[config.mk]
export PLATFORM = sky130hd
export DESIGN_NAME = dma_arbiter
export DESIGN_NICKNAME = d
export VERILOG_FILES = /design/src/rtl/irb_pkg.sv /design/src/rtl/dma_arbiter_rr_pick.sv /design/src/rtl/dma_arbiter.sv
export SDC_FILE = /design/constraint.sdc
export NUM_CORES = 1
export LEC_CHECK = 0
export CORE_MARGIN = 3
export CORE_UTILIZATION = 35
export CTS_BUF_LIST = sky130_fd_sc_hd__clkbuf_16
export DETAILED_ROUTE_END_ITERATION = 10
export GPL_ROUTABILITY_DRIVEN = 0
export SLEW_MARGIN = 40
export SYNTH_ARGS = -nofsm -noshare
export SYNTH_HDL_FRONTEND = slang
export SYNTH_SLANG_ARGS = --single-unit
[constraint.sdc]
create_clock -name clk -period 20.2 [get_ports clk]
set_input_delay 3.03 -clock clk [delete_from_list [all_inputs] [get_ports clk]]
set_output_delay 3.03 -clock clk [all_outputs]
set_load 0.005 [all_outputs]
[src/rtl/irb_pkg.sv]
// Shared types for the IRB datapath: DMA command layout, opcodes and
// the arbiter state encoding.
package irb_pkg;

   typedef struct packed {
      logic [2:0]  op;
      logic [31:0] info1;
      logic [31:0] mem_info1;
      logic [31:0] info2;
      logic [31:0] mem_info2;
   } dma_cmd_t;

   localparam logic [2:0] DMA_OP_INF = 3'd0;
   localparam logic [2:0] DMA_OP_FMI = 3'd1;
   localparam logic [2:0] DMA_OP_KEX = 3'd2;
   localparam logic [2:0] DMA_OP_KPW = 3'd3;
   localparam logic [2:0] DMA_OP_KDW = 3'd4;
   localparam logic [2:0] DMA_OP_FMO = 3'd5;

   typedef enum logic {
      ARB_IDLE = 1'b0,
      ARB_BUSY = 1'b1
   } arb_state_e;

endpackage

[src/rtl/dma_arbiter_rr_pick.sv]
// Combinational round-robin selector: first set request bit strictly
// after 'last', wrapping modulo N_REQ.
module rr_pick #(
   parameter  int N_REQ = 3,
   localparam int IW    = $clog2(N_REQ)
) (
   input  logic [N_REQ-1:0] req,
   input  logic [IW-1:0]    last,
   output logic [IW-1:0]    sel,
   output logic             any
);

   logic [IW-1:0] idx;

   always_comb begin
      sel = '0;
      any = 1'b0;
      idx = '0;
      // Farthest offset first, so the nearest requester after 'last' wins.
      for (int off = N_REQ; off >= 1; off--) begin
         idx = IW'((int'(last) + off) % N_REQ);
         if (req[idx]) begin
            sel = idx;
            any = 1'b1;
         end
      end
   end

endmodule

[src/rtl/dma_arbiter.sv]
// Shares one DMA engine among N_REQ command sources: latches each start
// pulse's command, grants round-robin and routes f_dma back as req_done.
import irb_pkg::*;

module dma_arbiter #(
   parameter  int N_REQ = 3,
   localparam int IW    = $clog2(N_REQ)
) (
   input  logic                 clk,
   input  logic                 rst,
   input  logic [N_REQ-1:0]     req_start,
   input  dma_cmd_t [N_REQ-1:0] req_cmd,
   output logic [N_REQ-1:0]     req_done,
   output logic                 s_dma,
   output logic [2:0]           dma_op,
   output logic [31:0]          dma_info1,
   output logic [31:0]          dma_mem_info1,
   output logic [31:0]          dma_info2,
   output logic [31:0]          dma_mem_info2,
   input  logic                 f_dma,
   output logic                 busy,
   output logic [IW-1:0]        grant_id,
   output logic                 err_overrun,
   output logic                 err_spurious
);

   arb_state_e           state_q, state_d;
   logic [N_REQ-1:0]     pending_q, pending_d;
   dma_cmd_t [N_REQ-1:0] cmd_q, cmd_d;
   logic [IW-1:0]        last_q, last_d;
   logic [IW-1:0]        grant_q, grant_d;
   logic                 s_dma_q, s_dma_d;
   logic [N_REQ-1:0]     done_q, done_d;
   dma_cmd_t             out_q, out_d;
   logic                 ovr_q, ovr_d;
   logic                 spur_q, spur_d;

   logic [IW-1:0]        pick_sel;
   logic                 pick_any;
   logic                 finish;

   rr_pick #(.N_REQ(N_REQ)) u_pick (
      .req  (pending_q),
      .last (last_q),
      .sel  (pick_sel),
      .any  (pick_any)
   );

   // The s_dma cycle is the first BUSY cycle; a finish there is too early to be real.
   assign finish = (state_q == ARB_BUSY) && !s_dma_q && f_dma;

   always_comb begin
      state_d   = state_q;
      pending_d = pending_q;
      cmd_d     = cmd_q;
      last_d    = last_q;
      grant_d   = grant_q;
      s_dma_d   = 1'b0;
      done_d    = '0;
      out_d     = out_q;
      ovr_d     = ovr_q;
      spur_d    = spur_q;

      case (state_q)
         ARB_IDLE: begin
            if (f_dma) spur_d = 1'b1;
            if (pick_any) begin
               out_d   = cmd_q[pick_sel];
               grant_d = pick_sel;
               s_dma_d = 1'b1;
               state_d = ARB_BUSY;
            end
         end
         ARB_BUSY: begin
            if (finish) begin
               done_d[grant_q]    = 1'b1;
               pending_d[grant_q] = 1'b0;
               last_d             = grant_q;
               state_d            = ARB_IDLE;
            end
         end
         default: state_d = ARB_IDLE;
      endcase

      // Capture after the finish clear so a same-cycle restart wins.
      for (int i = 0; i < N_REQ; i++) begin
         if (req_start[i]) begin
            if ((finish && grant_q == IW'(i)) ||
                (!pending_q[i] && !(state_q == ARB_BUSY && grant_q == IW'(i)))) begin
               pending_d[i] = 1'b1;
               cmd_d[i]     = req_cmd[i];
            end else begin
               ovr_d = 1'b1;
            end
         end
      end
   end

   always_ff @(posedge clk or posedge rst) begin
      if (rst) begin
         state_q   <= ARB_IDLE;
         pending_q <= '0;
         cmd_q     <= '0;
         last_q    <= IW'(N_REQ - 1);
         grant_q   <= '0;
         s_dma_q   <= 1'b0;
         done_q    <= '0;
         out_q     <= '0;
         ovr_q     <= 1'b0;
         spur_q    <= 1'b0;
      end else begin
         state_q   <= state_d;
         pending_q <= pending_d;
         cmd_q     <= cmd_d;
         last_q    <= last_d;
         grant_q   <= grant_d;
         s_dma_q   <= s_dma_d;
         done_q    <= done_d;
         out_q     <= out_d;
         ovr_q     <= ovr_d;
         spur_q    <= spur_d;
      end
   end

   assign req_done      = done_q;
   assign s_dma         = s_dma_q;
   assign dma_op        = out_q.op;
   assign dma_info1     = out_q.info1;
   assign dma_mem_info1 = out_q.mem_info1;
   assign dma_info2     = out_q.info2;
   assign dma_mem_info2 = out_q.mem_info2;
   assign busy          = (state_q == ARB_BUSY);
   assign grant_id      = grant_q;
   assign err_overrun   = ovr_q;
   assign err_spurious  = spur_q;

endmodule

Yosys cells after proc, flatten, opt, wreduce, memory -nomap -nowiden
Index checks and enable logic that the tools add are counted.
{"block": "classes", "addsub": 3, "n_div": 3, "n_lt_le_gt_ge": 6, "n_eq_ne": 2, "muxes": 36, "bitwise_logic": 3, "n_reduce_logical": 29}
{"cell": "$bmux 131 s2", "count": 1}
{"cell": "$mux 131", "count": 1}
{"cell": "$mod 32x3->32 const B", "count": 3}
{"cell": "$mux 1", "count": 22}
{"cell": "$lt 2x3->1 const B", "count": 5}
{"cell": "$logic_and 1x1->1", "count": 12}
{"cell": "$mux 3", "count": 4}
{"cell": "$reduce_and 2->1", "count": 6}
{"cell": "$logic_not 1->1", "count": 7}
{"cell": "$add 2x2->3 const B", "count": 2}
{"cell": "$bmux 1 s2", "count": 3}
{"cell": "$mux 2", "count": 3}
{"cell": "$add 2x1->3 const B", "count": 1}
{"cell": "$and 3x3->3", "count": 1}
{"cell": "$logic_or 1x1->1", "count": 3}
{"cell": "$not 3->3", "count": 1}
{"cell": "$demux 1 s2", "count": 1}
{"cell": "$eq 2x1->1 const B", "count": 1}
{"cell": "$eq 2x2->1 const B", "count": 1}
{"cell": "$ge 2x1->1 const B", "count": 1}
{"cell": "$logic_not 2->1", "count": 1}
{"cell": "$pmux 1 s2", "count": 1}
{"cell": "$not 1->1", "count": 1}
{"block": "word_totals", "register_bits": 538, "input_bits": 399, "output_inout_bits": 140, "word_cells": 110}

Longest topological paths before layout
{"block": "logic_depth", "depth_word": 11, "ltp_mapped": 10, "ltp_nobuf": 8}

Hierarchy
From an unflattened synthesis, not the netlist that was laid out.
{"block": "hier_totals", "cells_unflattened": 1643, "hier_area_um2": 22544.1}
{"mod": "dma_arbiter", "n_inst": 1, "cells_per_inst": 1616, "area_each_um2": 22352.7, "seq_area_each_um2": 13464.2}
{"mod": "rr_pick", "n_inst": 1, "cells_per_inst": 27, "area_each_um2": 191.4, "seq_area_each_um2": 0.0}

Worst setup path after synthesis
OpenSTA, ideal clock, no wires.
{"block": "synth_path", "kind": "input-to-reg", "from": "in f_dma", "to": "reg cmd_q[140] (netlist bit)", "setup_ns": 0.125, "t_arrival_ns": 4.524, "required_time_ns": 20.075, "path_slack_ns": 15.551, "stages": 7, "path_buffers": 2, "cell_sequence": "and2b_1 > or3b_2 > o21ai_0 > nand2_1 > buf_2 > buf_2 > mux2_2"}
{"block": "synth_via", "elab_chain_len": 4}
{"item": "from (decl)", "line": "dma_arbiter.sv:20", "text": "input logic f_dma,"}
{"item": "$logic_and 1x1->1", "line": "dma_arbiter.sv:50", "text": "assign finish = (state_q == ARB_BUSY) && !s_dma_q && f_dma;"}
{"item": "$logic_and 1x1->1", "line": "dma_arbiter.sv:88", "text": "if ((finish && grant_q == IW'(i)) ||"}
{"item": "$logic_or 1x1->1", "line": "dma_arbiter.sv:88"}
{"item": "$reduce_and 2->1 (no source line)"}
{"item": "to (signal assigned)", "line": "dma_arbiter.sv:114", "text": "cmd_q <= cmd_d;"}
{"item": "to (decl)", "line": "dma_arbiter.sv:29", "text": "dma_cmd_t [N_REQ-1:0] cmd_q, cmd_d;"}
Every way passes these cells.
A chain may end at the register's enable or synchronous reset.

==> results.md <==
- Clk slew on worst S/H paths: 0.06 ns
- Drt pass-1 iters: 5
- Data required, critical path: 20.87 ns
- Period utilisation layout: 0.306
- Wire length per cell: 22.9 um
- Clock sink total: 538
- Max Freq: 162 MHz
- Crit. End Element: async pin
- Die area: 66500 um^2
- Crit path arrival time: 6.86 ns
- Worst path cell trace: clkdlybuf4s50_1 > inv_12 > clkbuf_8 > buf_4 > buf_6 > buf_6
- Maximum number of pins on one net before global-route repair: 143
- Clock Skew: 0.0257 ns
- Synth Area in Compound Gates: 0.0491
- Syn_nets: 2031
- Largest family of logic cells by synthesized area: multiplexers
- Number of synthesized flops with an enable pin: 0
- I/O Buffers: 538
- Post-synthesis adder-cell area fraction: 0.00208
- Xor/xnor share of the synthesized area: 0
- Initial Util: 0.357
- Worst slew margin: 0.459
- Layout cell share with drive strength beyond 1: 0.234
- Nets@finish: 2537
- Buffers plus inverters on the worst setup path: 6
- Count of warnings emitted by yosys: 0
- FP Rows: 91
- Post-synth cell types: 34
- Syn Area/Cell: 13.6 um^2
- Post-DP HPWL: 46500 um
- RSZ-0062 raised after global routing: no
- Setup Crit Path Kind: in -> async
- Synth-to-Final Area Change: 36.6%
- Number of synthesized register bits: 538
- Fin. max-slew vios: 0
- Post-CTS sizing: 0
- Max Cap Viol: 0
- Status: finished clean
- Latest clock arrival within the worst-skew pair: 0.61 ns
- Top FF cell, synth: dfrtp_1
- CP max-delay cell: buf_4
- Seq/Total Area, Yosys: 0.606
- Hold Crit Class: reg -> reg
- Clock Tree Buf Depth: 3
- Core Footprint: 62300 um^2
- Setup TNS: 0 ns
- Antenna violations before repair: 34
- Simple-gate share of the synthesized area: 0.0576
- Final min period: 6.19 ns
- Post-route DRC: 0
- Avg Vias per Cell: 5.01
- Final hold viol count: 0
- Vias in the first global route: 16.5k
- Antenna viol nets, final: 0
- Num ports: 539
- Async set or reset register ratio after synthesis: 1.00
- Mapped Area: 22200 um^2
- Starting DRT DRC Count: 647
- VDD IR max: 0.144 mV
- Total CTS buffers: 57
- Final Total Pwr: 5.17 mW
- Leakage Power: 12.8 nW
- Final setup fails: 0
- Crit-path leading delay family: buffers and inverters
- CTS tree: done
- Commonest non-fill, non-tap cell in the layout: clkdlybuf4s50_1
- CP Launch Type: input pin
- CP max FO: 142
- CP dominant cell by count: buf_6
- Worst-Margin Slew: 0.811 ns
- Power Density: 171 nW/um^2
- First-pass GRT wire length: 105000 um
- Fin area: 30300 um^2
- Most frequent cells in the layout: 538 x clkdlybuf4s50_1, 537 x dfrtp_1, 395 x mux2_2, 135 x nor2_1, 132 x nor3_1
- Total routed wirelength: 69700 um
- Dpl cell area: 28400 um^2
- Max stage delay on crit path: 0.67 ns
- Cells after Synth: 1630
- Via count: 15.2k
- Die Ht: 258 um
- CTS Hold Bufs: 0
- Postcts setup bufs: 0
- CTS root buf: clkbuf_16
- Gr ovfl total: 0
- Mux cell area share after synthesis: 0.259
- DIE WIDTH: 258 um
- H-tree levels: 2
- GRT Total Usage: 0.205
## registers in the layout (all words and copies together) (netlist names)
register       flops
last_q             2
cmd_q            393
dma_info2         32
req_done           3
dma_mem_info1     32
dma_info1         32
s_dma              1
dma_mem_info2     32
pending_q          3
grant_id           2
err_spurious       1
err_overrun        1
busy               1
dma_op             3
## per-stage QoR
stage / std cells / hold slack, ns / utilization / worst slack [ns]
after detailed placement: 2913 / 0.446 / 0.456 / 13.07
after global placement: 2913 / 0.444 / 0.455 / 12.44
after CTS: 3017 / 0.459 / 0.486 / 13.70
final: 3040 / 0.456 / 0.487 / 14.01
after global routing: 3032 / 0.479 / 0.487 / 13.48
after floorplan: 1630 / 0.451 / - / 2.13
## worst reg2reg max path, delay by kind of cell (launching register included)
kind | cells | cell delay (ns)
DFF | 1 | 0.54
buffers and inverters | 3 | 1.34
AOI/OAI and AO/OA | 2 | 0.98
and+or+nand+nor | 1 | 0.19
adders and majority gates | 2 | 0.58
## power breakdown
part	switching [mW]	total (mW)	internal, mW
sequential	0.299	1.95	1.65
combinational	1.08	2.19	1.11
clock	0.433	1.04	0.608
## cells in the mapped netlist, types with 2 or more instances
master,n,area (um^2)
o21ai_0,8,40.0
or3b_2,2,17.5
mux2i_1,131,1310
buf_1,18,67.6
inv_1,11,41.3
mux2_2,395,4450
nand2_1,14,52.6
ha_1,2,25.0
dfrtp_1,537,13400
buf_2,66,330
a211oi_1,131,983
clkbuf_1,28,105
nor3_1,132,661
nor2_1,135,507
## logic make-up after synthesis
family | after synthesis
adders and majority gates | 4
muxes | 526
and+or+nand+nor | 289
buffers and inverters | 126
AOI/OAI and AO/OA | 147
DFF | 538
## final cells by class
type,instances,area [um^2]
inverters,12,62.6
flip-flops and latches,538,13500
clock buffers,58,1450
well taps,837,1050
fillers,5545,31900
multi-input cells,966,8230
repair buffers,561,5620
clock inverters,46,407
diodes,22,55.1
## per-layer routing
layer | wire length [um] | global-route usage | part of all wire | vias to the layer above
met5 | 169 | 0 | 0.0024 | -
met4 | 1990 | 0.0703 | 0.029 | 28
met3 | 4850 | 0.0610 | 0.070 | 136
met2 | 34700 | 0.346 | 0.50 | 394
met1 | 28100 | 0.251 | 0.40 | 7773
li1 | - | - | - | 6894
## worst paths after layout
path / start / endpoint / slack (ns) / depth (start not counted)
max in group clk: f_dma / cmd_q[270] / 14.13 / 8
min in group asynchronous: rst / cmd_q[29] / 2.97 / 2
worst max register to register: last_q[1] / dma_mem_info1[12] / 16.46 / 8
worst max-delay path: rst / dma_info1[0] / 14.01 / 6
worst min-delay path: err_spurious / err_spurious / 0.46 / 1
worst min register to register: err_spurious / err_spurious / 0.46 / 1
Note: power is estimated with default switching activity, not from simulation.
